`src/rtl/wb_pkg.sv`:
```
`default_nettype none
// ============================================================================
// Module      : wb_pkg
// Description : Shared widths and the writeback entry type used by the
//               register-file writeback arbiter and its MDU result FIFO.
// Revision    : 1.0 - initial release
// ============================================================================
package wb_pkg;

    localparam int DATA_W = 32;
    localparam int ADDR_W = 5;

    localparam logic [ADDR_W-1:0] REG_ZERO = '0;

    typedef struct packed {
        logic [ADDR_W-1:0] dest;
        logic [DATA_W-1:0] data;
    } wb_entry_t;

endpackage
`default_nettype wire

```
`src/rtl/wb_result_fifo.sv`:
```
`default_nettype none
// ============================================================================
// Module      : wb_result_fifo
// Description : Synchronous FIFO of wb_entry_t holding MDU results until the
//               register-file write port is free. Head is shown
//               combinationally (first-word fall-through).
// Ports       : clk, rst      - clock, synchronous active-high reset
//               i_push/i_entry - write strobe and entry
//               i_pop         - remove head entry
//               o_head        - current head entry (stale when empty)
//               o_count       - occupancy 0..DEPTH
//               o_full/o_empty - occupancy flags
// Revision    : 1.0 - initial release
// ============================================================================
module wb_result_fifo
    import wb_pkg::*;
#(
    parameter int DEPTH = 4
) (
    input  logic                     clk,
    input  logic                     rst,
    input  logic                     i_push,
    input  wb_entry_t                i_entry,
    input  logic                     i_pop,
    output wb_entry_t                o_head,
    output logic [$clog2(DEPTH):0]   o_count,
    output logic                     o_full,
    output logic                     o_empty
);

    localparam int                  c_PTR_W     = $clog2(DEPTH);
    localparam logic [c_PTR_W:0]    c_DEPTH_CNT = DEPTH[c_PTR_W:0];

    wb_entry_t            r_mem [DEPTH];
    logic [c_PTR_W-1:0]   r_wr_ptr;
    logic [c_PTR_W-1:0]   r_rd_ptr;
    logic [c_PTR_W:0]     r_count;

    // Storage has no reset: contents are only visible through the counted
    // window between the pointers.
    always_ff @(posedge clk) begin
        if (i_push) begin
            r_mem[r_wr_ptr] <= i_entry;
        end
    end

    // DEPTH is a power of two, so the pointers wrap by natural overflow.
    always_ff @(posedge clk) begin
        if (rst) begin
            r_wr_ptr <= '0;
            r_rd_ptr <= '0;
            r_count  <= '0;
        end else begin
            if (i_push) begin
                r_wr_ptr <= r_wr_ptr + 1'b1;
            end
            if (i_pop) begin
                r_rd_ptr <= r_rd_ptr + 1'b1;
            end
            case ({i_push, i_pop})
                2'b10:   r_count <= r_count + 1'b1;
                2'b01:   r_count <= r_count - 1'b1;
                default: r_count <= r_count;
            endcase
        end
    end

    assign o_head  = r_mem[r_rd_ptr];
    assign o_count = r_count;
    assign o_full  = (r_count == c_DEPTH_CNT);
    assign o_empty = (r_count == '0);

endmodule
`default_nettype wire

```
`src/rtl/regfile_writeback_arbiter.sv`:
```
`default_nettype none
// ============================================================================
// Module      : regfile_writeback_arbiter
// Description : Write-side master of the 32x32 register file. Merges ALU
//               results (priority) and buffered MDU results onto the single
//               write port, and tracks registers awaiting MDU writeback.
// Macro       : WB_MDU_BYPASS_EN - when defined, an MDU result arriving with
//               the FIFO empty and no ALU result goes straight to rf_*.
// Ports       : clk, reset             - clock, sync active-high reset
//               alu_valid/dest/data    - single-cycle ALU result
//               mdu_valid/ready/dest/data - MDU result handshake
//               issue_valid/issue_dest - mark register pending
//               query_src1/2, busy1/2  - decode pending lookup
//               rf_write/dest/data     - registered write port
//               fifo_count             - MDU buffer occupancy
// Revision    : 1.0 - initial release
// ============================================================================
module regfile_writeback_arbiter #(
    parameter int FIFO_DEPTH = 4,
    parameter int DATA_W     = 32,
    parameter int ADDR_W     = 5
) (
    input  logic                          clk,
    input  logic                          reset,
    input  logic                          alu_valid,
    input  logic [ADDR_W-1:0]             alu_dest,
    input  logic [DATA_W-1:0]             alu_data,
    input  logic                          mdu_valid,
    output logic                          mdu_ready,
    input  logic [ADDR_W-1:0]             mdu_dest,
    input  logic [DATA_W-1:0]             mdu_data,
    input  logic                          issue_valid,
    input  logic [ADDR_W-1:0]             issue_dest,
    input  logic [ADDR_W-1:0]             query_src1,
    input  logic [ADDR_W-1:0]             query_src2,
    output logic                          busy1,
    output logic                          busy2,
    output logic                          rf_write,
    output logic [ADDR_W-1:0]             rf_dest,
    output logic [DATA_W-1:0]             rf_data,
    output logic [$clog2(FIFO_DEPTH):0]   fifo_count
);

    // The FIFO entry type fixes DATA_W/ADDR_W to the package values; the
    // parameters exist for interface documentation and must match them.
    import wb_pkg::wb_entry_t;
    import wb_pkg::REG_ZERO;

    localparam int c_NREGS = 1 << ADDR_W;

    wb_entry_t             w_head;
    wb_entry_t             w_push_entry;
    logic                  w_full;
    logic                  w_empty;
    logic                  w_push;
    logic                  w_pop;
    logic                  w_bypass;
    logic                  w_sel_valid;
    logic [ADDR_W-1:0]     w_sel_dest;
    logic [DATA_W-1:0]     w_sel_data;
    logic                  w_clr;
    logic [c_NREGS-1:0]    w_pending_nxt;

    logic [c_NREGS-1:0]    r_pending;
    logic                  r_rf_write;
    logic [ADDR_W-1:0]     r_rf_dest;
    logic [DATA_W-1:0]     r_rf_data;

    // ------------------------------------------------------------------
    // MDU handshake and FIFO control
    // ------------------------------------------------------------------
    assign mdu_ready = !w_full;

`ifdef WB_MDU_BYPASS_EN
    assign w_bypass = !alu_valid && w_empty && mdu_valid && mdu_ready;
`else
    assign w_bypass = 1'b0;
`endif

    assign w_push            = mdu_valid && mdu_ready && !w_bypass;
    assign w_pop             = !alu_valid && !w_empty;
    assign w_push_entry.dest = mdu_dest;
    assign w_push_entry.data = mdu_data;

    wb_result_fifo #(
        .DEPTH (FIFO_DEPTH)
    ) u_fifo (
        .clk     (clk),
        .rst     (reset),
        .i_push  (w_push),
        .i_entry (w_push_entry),
        .i_pop   (w_pop),
        .o_head  (w_head),
        .o_count (fifo_count),
        .o_full  (w_full),
        .o_empty (w_empty)
    );

    // ------------------------------------------------------------------
    // Write-port selection: ALU > FIFO head > (optional) MDU bypass
    // ------------------------------------------------------------------
    always_comb begin
        w_sel_valid = 1'b0;
        w_sel_dest  = w_head.dest;
        w_sel_data  = w_head.data;
        w_clr       = 1'b0;
        if (alu_valid) begin
            w_sel_valid = 1'b1;
            w_sel_dest  = alu_dest;
            w_sel_data  = alu_data;
        end else if (w_pop) begin
            w_sel_valid = 1'b1;
            w_clr       = 1'b1;
        end else if (w_bypass) begin
            w_sel_valid = 1'b1;
            w_sel_dest  = mdu_dest;
            w_sel_data  = mdu_data;
            w_clr       = 1'b1;
        end
    end

    // Writes to r0 are dropped at the port, but the FIFO still pops.
    always_ff @(posedge clk) begin
        if (reset) begin
            r_rf_write <= 1'b0;
            r_rf_dest  <= '0;
            r_rf_data  <= '0;
        end else if (w_sel_valid) begin
            r_rf_write <= (w_sel_dest != REG_ZERO);
            r_rf_dest  <= w_sel_dest;
            r_rf_data  <= w_sel_data;
        end else begin
            r_rf_write <= 1'b0;
        end
    end

    assign rf_write = r_rf_write;
    assign rf_dest  = r_rf_dest;
    assign rf_data  = r_rf_data;

    // ------------------------------------------------------------------
    // Pending scoreboard: set is applied after clear so it wins on a
    // same-index collision. ALU writes never clear.
    // ------------------------------------------------------------------
    always_comb begin
        w_pending_nxt = r_pending;
        if (w_clr) begin
            w_pending_nxt[w_sel_dest] = 1'b0;
        end
        if (issue_valid && (issue_dest != REG_ZERO)) begin
            w_pending_nxt[issue_dest] = 1'b1;
        end
    end

    always_ff @(posedge clk) begin
        if (reset) begin
            r_pending <= '0;
        end else begin
            r_pending <= w_pending_nxt;
        end
    end

    assign busy1 = r_pending[query_src1];
    assign busy2 = r_pending[query_src2];

endmodule
`default_nettype wire
```
`config.mk`:
```
export PLATFORM = sky130hd
export DESIGN_NAME = regfile_writeback_arbiter
export DESIGN_NICKNAME = d
export VERILOG_FILES = /design/src/rtl/wb_pkg.sv /design/src/rtl/wb_result_fifo.sv /design/src/rtl/regfile_writeback_arbiter.sv
export SDC_FILE = /design/constraint.sdc
export NUM_CORES = 1
export LEC_CHECK = 0
export ABC_AREA = 1
export CAP_MARGIN = 20
export CORE_ASPECT_RATIO = 1.4
export CORE_MARGIN = 2
export CORE_UTILIZATION = 55
export DETAILED_ROUTE_END_ITERATION = 10
export PLACE_DENSITY_LB_ADDON = 0.25
export SYNTH_ARGS = -nofsm -noshare
export SYNTH_HDL_FRONTEND = slang
export SYNTH_HIERARCHICAL = 1
export SYNTH_SLANG_ARGS = --single-unit
```
`constraint.sdc`:
```
create_clock -name clk -period 3.55 [get_ports clk]
set_input_delay 0.355 -clock clk [delete_from_list [all_inputs] [get_ports clk]]
set_output_delay 0.355 -clock clk [all_outputs]
set_load 0.03 [all_outputs]
```
# Yosys cells after proc, flatten, opt, wreduce, memory -nomap -nowiden
# Memory sizes are Yosys's and may differ from the RTL's. A register that Yosys moved wholly into a read port is not among the register bits.
# Index checks and enable logic that the tools add are counted.
# totals
register_bits	77
ramBits	148
in_bits	94
out_inout_bits	44
wordCells	58
mem_count	1
# op_classes
n_addsub	4
magnitude_cmp	6
eq_ne	3
n_mux	20
bitwise_logic	4
reduce_logical	13
# mem_list
memory	depth	word_bits	read_ports	rd_ports_with_merged_regs	write_ports	line_no	text
u_fifo.r_mem	4	37	1	1	1	wb_result_fifo.sv:34	wb_entry_t r_mem [DEPTH];
# ops
op	count
2-to-1 mux 32 bit	3
bitwise AND 32 bit	1
NOT 32 bit	1
bitwise OR 32 bit	1
< comparator 5 x 6 -> 1 bit, second input constant	4
binary-select mux 1 bit (select 5 bit)	2
demux 1 bit (select 5 bit)	2
greater-or-equal comparator 5 x 1 -> 1 bit, second input constant	2
nonzero test 5 bit	2
2-to-1 mux 1 bit	9
case mux 3 bit (2 select lines)	1
logical AND 1 bit	5
2-to-1 mux 5 bit	1
adder 2 x 1 -> 2 bit, second input constant	2
2-to-1 mux 2 bit	2
adder 3 x 1 -> 3 bit, second input constant	1
== test 3 bit, second input constant	1
zero test 1 bit	3
zero test 3 bit	1
subtractor 3 x 1 -> 3 bit, second input constant	1
== test 2 x 1 -> 1 bit, second input constant	1
== test 2 bit, second input constant	1
nonzero test 2 bit	1
OR reduction 2 bit	1
NOT 1 bit	1

# Logic depth before layout (Yosys ltp)
# Gate-level depths: netlist of the first run.
# logic_depth
depth_word	10
depth_mapped	13
depth_no_buf	13

# Cells and area by module
# Netlist of the first run, hierarchy kept.
# by_module_without_submodules
module	instances	cells_per_inst	area_per_inst_um2	seq_area_each_um2
wb_result_fifo	1	416	5931.9	4624.4
regfile_writeback_arbiter	1	615	3842.4	1401.3

# Worst setup path after synthesis of the first run
# Ideal clock, no wire load.
# synth_path
path_type	register -> register
start	reg u_fifo.r_count[1], in the netlist u_fifo/o_count[1]
end	reg u_fifo.r_count[1], in the netlist u_fifo/o_count[1]
setup_time_ns	0.070
arrival_time_ns	2.072
required_time_ns	3.480
path_slack_ns	1.408
path_stages_with_launch	8
path_buffers	1
period_less_slack_ns	2.142
cell_sequence	dfxtp_1 -> nor3_1 -> nor2_8 -> buf_2 -> ha_1 -> inv_1 -> fa_1 -> a21oi_1
# synth_between
elab_chain_len	5
elab_cells_between_ends	12
cone_classes	add/sub: 2; eq/ne: 3; mux: 1; reduce/logical: 6
# synth_rtl
element	line_no	text
start: declaration	wb_result_fifo.sv:37	logic [c_PTR_W:0] r_count;
start signal: assignment	wb_result_fifo.sv:61	2'b10: r_count <= r_count + 1'b1;
start signal: assignment	wb_result_fifo.sv:62	2'b01: r_count <= r_count - 1'b1;
start signal: assignment	wb_result_fifo.sv:63	default: r_count <= r_count;
zero test 3 bit *	wb_result_fifo.sv:71	assign o_empty = (r_count == '0);
via w_empty	regfile_writeback_arbiter.sv:54	logic w_empty;
zero test 1 bit *	regfile_writeback_arbiter.sv:81	assign w_pop = !alu_valid && !w_empty;
logical AND 1 bit *	regfile_writeback_arbiter.sv:81	
via w_pop	regfile_writeback_arbiter.sv:56	logic w_pop;
== test 2 x 1 -> 1 bit / == test 2 bit (equally long branches)	wb_result_fifo.sv:60	case ({i_push, i_pop})
case mux 3 bit (2 select lines) / nonzero test 2 bit (equally long branches)	--	
# The timed path passes the listed nets; every way through them passes the cells marked *.
# A chain may end at the register's enable or synchronous reset.

# Final worst setup path of the first run
# layout_path
start	in query_src2[0]
end	out busy2
# layout_between
elab_chain_len	2
# layout_rtl
element	line_no	text
start: declaration	regfile_writeback_arbiter.sv:35	input logic [ADDR_W-1:0] query_src2,
binary-select mux 1 bit (select 5 bit)	regfile_writeback_arbiter.sv:164	assign busy2 = r_pending[query_src2];
2-to-1 mux 1 bit (implied by the code)	regfile_writeback_arbiter.sv:164	
end: declaration	regfile_writeback_arbiter.sv:37	output logic busy2,
# Every way passes these cells. The select of a mux whose other input is x is not followed.

==> impl_metrics.ini, run 1 <==
[grt]
grt_pass1_vias = 7744
grt_max_degree = 39
track_usage = 0.271
gr-total-overflow = 0
antenna_found_initial = 0
grt_pass1_wl_mm = 39.1

[detailed_routing]
firstDrtPassIters = 5
drtIter0Drc = 641
vias = 7826
viasPerCell = 5.55
postRouteAntennaNets = 0
avgRoutedWirePerCell_um = 18.0
remaining_drc_errors = 0
postRouteWirelength_mm = 25.4

[worst_hold_path]
hold_path.class = register to register
min_from = u_fifo/r_rd_ptr[1]$_SDFFE_PP0P_

[sta]
worstMarginPinSlew_ns = 0.962
setup_viol = 0
slew_viol_final = 0
rsz0062_at_grt = no
fin_setup_tns_ns = 0
finalHoldViolations = 0
finClkSkew_ns = 0.00888
max_freq_mhz = 340
max_slew_margin = 0.358
fin_crit_ns = 2.94
fin_crit_sh = 0.827

[power_and_ir_drop]
p_per_area_nw_per_um2 = 633
ir_drop_mv = 0.488
p_leak_nw = 4.64
total_power_mw = 7.58

[finish]
area_growth_syn_to_layout_pct = 22.6
nets = 1257
drive_above_1_share = 0.0742
diodes = 0
fin_cells = 1409

[die]
core_um2 = 17400
ios = 138
die_y_um = 162
start_util = 0.562
dieArea_um2 = 18900
rows = 57
die_width_um = 117

[worst_setup_path]
cpPeakStageDelay_ns = 0.68
critPathLaunch = query_src2[0]
slowest_stage = clkdlybuf4s50_1
reg2reg_from = u_fifo/o_count[1]$_SDFFE_PP0P_
critical_path_buf_inv_count = 3
crit_required_ns = 3.19
worst_setup_path_start_kind = input pin
crit_top_cell = nand2_1
cp-end-kind = output port
critPathKind = input pin to output port
path_max_fanout = 17
arrival_ns = 2.58
cp_top_family = buffers and inverters
crit_chain = clkdlybuf4s50_1 -> inv_2 -> nand2_1 -> nand3_1 -> nand3_1 -> nand2_1 -> nand2_1 -> nand2_1 -> nand2_1 -> nand2_1 -> clkdlybuf4s50_1

[clock_network]
cts_max_level = 1
numCtsBuffers = 22
cts_tree = built
cts_resized = 0
ctsHoldBuffers = 0
clock_tree.root_cell = clkbuf_16
cts_buffer_depth = 3
post_cts_buffers = 0
clock_sinks = 227
clock_latency_ns = 0.50
clk_pin_slew_worst_paths_ns = 0.06

[yosys]
yosysTopAreaCell = edfxtp_1
yosysTopAreaCellShare = 0.455
synth_area_per_cell_um2 = 9.48
netlist_instances = 1031
syn_nets = 1131
netlist_area_um2 = 9770
yosys_warnings = 6
yosysUniqueCellTypes = 33
synth_seq_cells = 227
ys_seq_area_frac = 0.616
yosys-top-cells-area = edfxtp_1 45%, dfxtp_1 16%, nand2_1 10%

[flow_run]
cap_violations = 0

[placement]
placed_cells = 1369
place_congestion = 0.956
io_buffer_count = 137
hpwl_mm = 16.9

[status]
run_status = finished clean
-- cell families (layout without fill, tap and decap cells) --
group                      Yosys count  in the layout  share of synthesized area
AOI/OAI and AO/OA                  200            200                      0.109
buffers and inverters              131            273                     0.0632
and+or+nand+nor                    467            467                      0.202
adders and majority gates            6              6                    0.00845
DFF                                227            227                      0.616
-- cells in the final DEF, fill, tap and decap left out --
master,count
o21ai_1,60
nor2_8,1
nor3_1,6
clkinvlp_4,1
o21ai_4,1
nand3b_2,1
inv_1,69
o21ai_2,3
nand2_2,12
clkbuf_1,7
a21oi_1,41
fa_1,1
ha_1,5
buf_2,1
clkdlybuf4s50_1,136
nand3_4,2
nand3_2,1
clkinv_2,4
nand4_1,3
nor2_1,82
edfxtp_1,148
clkinv_1,1
nor2_2,4
dfxtp_1,78
o22ai_1,37
nor4_1,1
nand3_1,81
clkbuf_8,1
nand2_1,272
nor4_2,1
dfxtp_2,1
inv_4,1
bufinv_16,3
buf_4,16
o21ai_0,58
clkbuf_16,23
inv_2,10
-- Yosys cell counts, drive strengths merged --
cell type / n
a21oi: 41
o21ai: 122
nor4: 2
nand3: 84
edfxtp: 148
inv: 80
nand2: 284
nand3b: 1
dfxtp: 79
clkbuf: 15
nor2: 87
ha: 5
o22ai: 37
fa: 1
buf: 36
nor3: 6
nand4: 3
-- through the flow --
stage	setup WS [ns]	hold slack, ns	cell area [µm²]	util
floorplan	1.41	0.412	9770	-
detailed placement	0.630	0.435	11200	0.646
finish	0.613	0.443	12000	0.688
global placement	0.631	0.427	11200	0.646
CTS	0.618	0.444	12000	0.688
global route	0.416	0.473	12000	0.688
-- flip-flops by register name (all words and copies together), names as in the netlist, named ones only --
name,cells
rf_write,1
r_pending,32
u_fifo/r_wr_ptr,2
rf_data,32
u_fifo/r_mem,148
rf_dest,5
u_fifo/r_rd_ptr,2
u_fifo/o_count,3
-- routing by layer --
metal	vias up	GRT usage	routed length [µm]	part of all wire
met5	-	0	0	0
met4	0	0.133	1170	0.046
met3	82	0.0410	1290	0.051
met2	264	0.507	13800	0.54
met1	3734	0.290	9130	0.36
li1	3746	-	-	-
-- final timing paths --
path	depth (start not counted)	slack (ns)	end
min reg2reg	1	0.44	register
max	11	0.61	busy2
max reg2reg	7	1.10	rf_data[22]$_SDFFE_PP0N_
min	1	0.44	register
-- power by group --
part | leakage [nW] | total, mW | internal (mW) | switching, mW
clock network | 0.359 | 2.37 | 1.43 | 0.940
logic | 2.28 | 1.96 | 0.662 | 1.30
registers | 2.01 | 3.25 | 3.11 | 0.139
-- area by class of cell --
cell class	instances	area, µm²
multi-input cells	673	3130
clock buffers	31	616
clock inverters	9	121
fillers	1393	5420
flip-flops and latches	227	6030
well taps	236	295
inverters	80	303
repair buffers	153	1490
No activity file was read; power rests on OpenSTA's default activity.
==> inputs of run 2 (changes only) <==
--- a/config.mk
+++ b/config.mk
@@ -9,7 +9,7 @@
 export CAP_MARGIN = 20
 export CORE_ASPECT_RATIO = 1.4
 export CORE_MARGIN = 2
-export CORE_UTILIZATION = 55
+export CORE_UTILIZATION = 49
 export DETAILED_ROUTE_END_ITERATION = 10
 export PLACE_DENSITY_LB_ADDON = 0.25
 export SYNTH_ARGS = -nofsm -noshare
==> constraint.sdc (replaced) <==
create_clock -name clk -period 2.6 [get_ports clk]
set_input_delay 0.26 -clock clk [delete_from_list [all_inputs] [get_ports clk]]
set_output_delay 0.26 -clock clk [all_outputs]
set_load 0.03 [all_outputs]
==> impl_metrics.ini, run 2 (same netlist as run 1, synthesis figures left out) <==
[sta]
finClkSkew_ns = 0.0127
finalHoldViolations = 0
worstMarginPinSlew_ns = 0.790
max_freq_mhz = 483
rsz0062_at_grt = no
fin_crit_sh = 0.796
fin_setup_tns_ns = 0
max_slew_margin = 0.471
setup_viol = 0
slew_viol_final = 0
fin_crit_ns = 2.07

[detailed_routing]
postRouteWirelength_mm = 23.5
postRouteAntennaNets = 0
vias = 7616
avgRoutedWirePerCell_um = 16.4
remaining_drc_errors = 0
drtIter0Drc = 634
viasPerCell = 5.32
firstDrtPassIters = 5

[finish]
nets = 1265
layout_commonest_cell = nand2_1
fin_cells = 1431
layout_common_cells = 272 x nand2_1, 148 x edfxtp_1, 134 x clkdlybuf4s50_1
area_growth_syn_to_layout_pct = 23.5
stdcell_area_um2 = 12100
drive_above_1_share = 0.0806
largest_register_ffs = 148
regMostFlops = u_fifo/r_mem

[die]
rows = 61
ios = 138
die_width_um = 123
start_util = 0.496
dieArea_um2 = 21100
core_um2 = 19700
die_y_um = 171

[power_and_ir_drop]
p_leak_nw = 4.67
p_per_area_nw_per_um2 = 844
total_power_mw = 10.2
ir_drop_mv = 0.627

[grt]
busiest_layer = met2
track_usage = 0.223
met3_usage = 0.0373
gr-total-overflow = 0
grt_pass1_wl_mm = 36.3
grt_pass1_vias = 7339
antenna_found_initial = 1
use_met1 = 0.237
grt_max_degree = 38
globalRouteMet2Util = 0.414

[clock_network]
post_cts_buffers = 0
clock_sinks = 227
cts_tree = built
numCtsBuffers = 21
clock_latency_ns = 0.49
cts_buffer_depth = 3
cts_resized = 0
ctsHoldBuffers = 0
cts_max_level = 1
clk_pin_slew_worst_paths_ns = 0.06
clock_tree.root_cell = clkbuf_16

[placement]
placed_cells = 1394
place_congestion = 0.934
io_buffer_count = 137
hpwl_mm = 15.9
placed_cell_area_um2 = 11400

[worst_setup_path]
arrival_ns = 2.44
r2r_cells = 6
r2r_setup_slack_ns = 0.53
crit_required_ns = 2.97
critPathKind = register to register
worst_setup_path_start_kind = register
cp-end-kind = register
cp-endpoint = r_pending[27]$_SDFF_PP0_
reg2reg_to = r_pending[27]$_SDFF_PP0_
path_max_fanout = 37

[flow_run]
cap_violations = 0

[worst_hold_path]
hold_path.class = input pin to register

[status]
run_status = finished clean
==> run 2: changes by cell type in the layout (fill, tap and decap cells not counted), sizes merged <==
cell and change:
buf +11, bufinv -1, clkbuf -3, clkdlybuf4s50 -2, diode +1
==> run 2: final cells by class <==
class                      count  area, µm²
antenna                        1       2.50
clock inverter                 8       86.3
inverter                      80        303
multi-input combinational    673       3130
timing repair buffer         162       1610
fill                        1685       7620
tap                          252        315
clock buffer                  28        593
sequential                   227       6030
==> run 2: worst max-delay path, cell delays in order, from the launching register on <==
cell and delay, ns:
dfxtp_1 0.33, buf_4 0.37, o21ai_0 0.16, o22ai_1 0.44, nand3_2 0.35, o21ai_1 0.22
a21oi_1 0.08
==> run 2: how the worst min path moves through the flow <==
stage                                    start                               to  slack [ns]  depth (start not counted)
4_1_cts                              alu_valid          rf_data[2]$_SDFFE_PP0N_        0.26                          6
3_3_place_gp   u_fifo/r_rd_ptr[1]$_SDFFE_PP0P_  u_fifo/r_rd_ptr[1]$_SDFFE_PP0P_        0.43                          1
5_1_grt                              alu_valid          rf_data[2]$_SDFFE_PP0N_        0.28                          6
2_1_floorplan                      mdu_data[0]     u_fifo/r_mem[0][0]$_DFFE_PP_        0.36                          0
3_5_place_dp   u_fifo/r_rd_ptr[1]$_SDFFE_PP0P_  u_fifo/r_rd_ptr[1]$_SDFFE_PP0P_        0.43                          1
6_report                             alu_valid          rf_data[2]$_SDFFE_PP0N_        0.27                          6
==> run 2: power by group <==
group / switching, mW / internal, mW / total [mW]
logic: 1.79 / 0.964 / 2.75
clock network: 1.24 / 1.79 / 3.03
registers: 0.161 / 4.24 / 4.40
==> run 2: layer usage <==
| layer | wire [µm] | vias up |
|---|---|---|
| met5 | 0 | - |
| met4 | 1020 | 0 |
| met3 | 1260 | 78 |
| met2 | 12500 | 236 |
| met1 | 8650 | 3549 |
| li1 | - | 3753 |
==> run 2: per-stage QoR <==
step / utilization / hold WS (ns) / setup WS [ns]
after floorplan: - / 0.359 / 0.458
after global placement: 0.578 / 0.427 / 0.573
after detailed placement: 0.578 / 0.432 / 0.499
after CTS: 0.613 / 0.261 / 0.514
after global routing: 0.613 / 0.278 / 0.317
final: 0.613 / 0.267 / 0.530
==> inputs of run 3 (changes only) <==
--- a/config.mk
+++ b/config.mk
@@ -9,7 +9,7 @@
 export CAP_MARGIN = 20
 export CORE_ASPECT_RATIO = 1.4
 export CORE_MARGIN = 2
-export CORE_UTILIZATION = 49
+export CORE_UTILIZATION = 55
 export DETAILED_ROUTE_END_ITERATION = 10
 export PLACE_DENSITY_LB_ADDON = 0.25
 export SYNTH_ARGS = -nofsm -noshare
==> constraint.sdc (replaced) <==
create_clock -name clk -period 2 [get_ports clk]
set_input_delay 0.2 -clock clk [delete_from_list [all_inputs] [get_ports clk]]
set_output_delay 0.2 -clock clk [all_outputs]
set_load 0.03 [all_outputs]
==> impl_metrics.ini, run 3 (same netlist as run 1, synthesis figures left out) <==
[clock_network]
ctsHoldBuffers = 0
numCtsBuffers = 21
cts_buffer_depth = 3
clock_sinks = 227
cts_max_level = 1
clock_latency_ns = 0.49
clk_pin_slew_worst_paths_ns = 0.07
post_cts_buffers = 0
clock_tree.root_cell = clkbuf_16
cts_tree = built

[die]
ios = 138
die_width_um = 117
start_util = 0.562
rows = 57
dieArea_um2 = 18900
die_y_um = 162
core_um2 = 17400

[flow_run]
cap_violations = 0

[finish]
nets = 1275
fin_cells = 1425
utilization = 0.700
drive_above_1_share = 0.0959
diodes = 0
largest_register_ffs = 148
layout_common_cells = 272 x nand2_1, 148 x edfxtp_1, 133 x clkdlybuf4s50_1
regMostFlops = u_fifo/r_mem
fillCellCount = 1336
area_growth_syn_to_layout_pct = 24.6
layout_commonest_cell = nand2_1

[placement]
placed_cells = 1388
io_buffer_count = 137
hpwl_mm = 16.2
place_congestion = 0.935

[worst_setup_path]
path_max_fanout = 11
crit_required_ns = 2.37
arrival_ns = 2.25
worst_setup_path_start_kind = register
critPathKind = register to register
cp-end-kind = register

[grt]
grt_pass1_vias = 7607
gr-total-overflow = 0
track_usage = 0.257
antenna_found_initial = 0
grt_pass1_wl_mm = 37.6
grt_max_degree = 39

[sta]
max_freq_mhz = 530
setup_viol = 0
worstMarginPinSlew_ns = 0.464
finClkSkew_ns = 0.0114
whs_ns = 0.333
max_slew_margin = 0.690
finalHoldViolations = 0
fin_crit_sh = 0.944
slew_viol_final = 0
fin_crit_ns = 1.89

[detailed_routing]
wl_met3_mm = 1.30
met2_length_mm = 12.9
postRouteAntennaNets = 0
postRouteWirelength_mm = 24.1
viasPerCell = 5.47
vias = 7801
highest_layer = met4
firstDrtPassIters = 5
drtIter0Drc = 616
wl_met1_mm = 8.91
avgRoutedWirePerCell_um = 16.9
remaining_drc_errors = 0

[power_and_ir_drop]
p_per_area_nw_per_um2 = 1090
ir_drop_mv = 0.897
total_power_mw = 13.3
p_leak_nw = 4.74

[status]
run_status = finished clean

[worst_hold_path]
hold_path.class = input pin to register
[run 3: path summary, 6_finish.rpt]
check                             end  cells past startpoint                            start  slack [ns]
min           r_pending[0]$_SDFF_PP0_                      2                            reset        0.33
max          r_pending[13]$_SDFF_PP0_                     11                         register        0.11
min reg2reg                  register                      1  u_fifo/r_rd_ptr[1]$_SDFFE_PP0P_        0.47
max reg2reg  r_pending[13]$_SDFF_PP0_                     11                         register        0.11
[run 3: metal layers]
layer | global-route usage | up-vias
li1 | - | 3777
met1 | 0.281 | 3681
met2 | 0.481 | 274
met3 | 0.0392 | 69
met4 | 0.115 | 0
met5 | 0 | -
[run 3: timing repair]
| action | in CTS | in global routing |
|---|---|---|
| gates resized for setup | 0 | 8 |
| hold endpoints to repair | 0 | 0 |
| endpoints found under the setup margin | 0 | 32 |
[run 3: report_power, final]
part / leakage (nW) / total [mW] / internal [mW] / switching [mW]
clock: 0.324 / 3.86 / 2.25 / 1.60
sequential: 2.01 / 5.73 / 5.52 / 0.210
combinational: 2.41 / 3.71 / 1.33 / 2.38
[run 3: cell type report]
class,count,area (µm²),area share
Clock buffer,32,617,0.0507
Clock inverter,5,55.1,0.00452
Timing Repair Buffer,172,1730,0.142
Multi-Input combinational cell,673,3150,0.259
Sequential cell,227,6030,0.495
Tap cell,236,295,0.0242
Inverter,80,305,0.0251
[run 3: critical path: stages, from the launching register on]
cell	delay, ns
dfxtp_2	0.35
inv_2	0.18
buf_4	0.20
nor2_1	0.05
o22ai_1	0.20
nand2_1	0.09
nand2_2	0.10
inv_2	0.07
nor2_2	0.13
nand2_1	0.14
o21ai_1	0.17
a21oi_1	0.08
[run 3: stage by stage]
stage                     setup WS (ns)  cell area (µm²)  TNS [ns]
after global routing           -0.00475            12200  -0.00475
after global placement            0.107            11500         0
after detailed placement          0.121            11500         0
final                             0.113            12200         0
after floorplan                  0.0439             9780         0
after CTS                        0.0269            12100         0
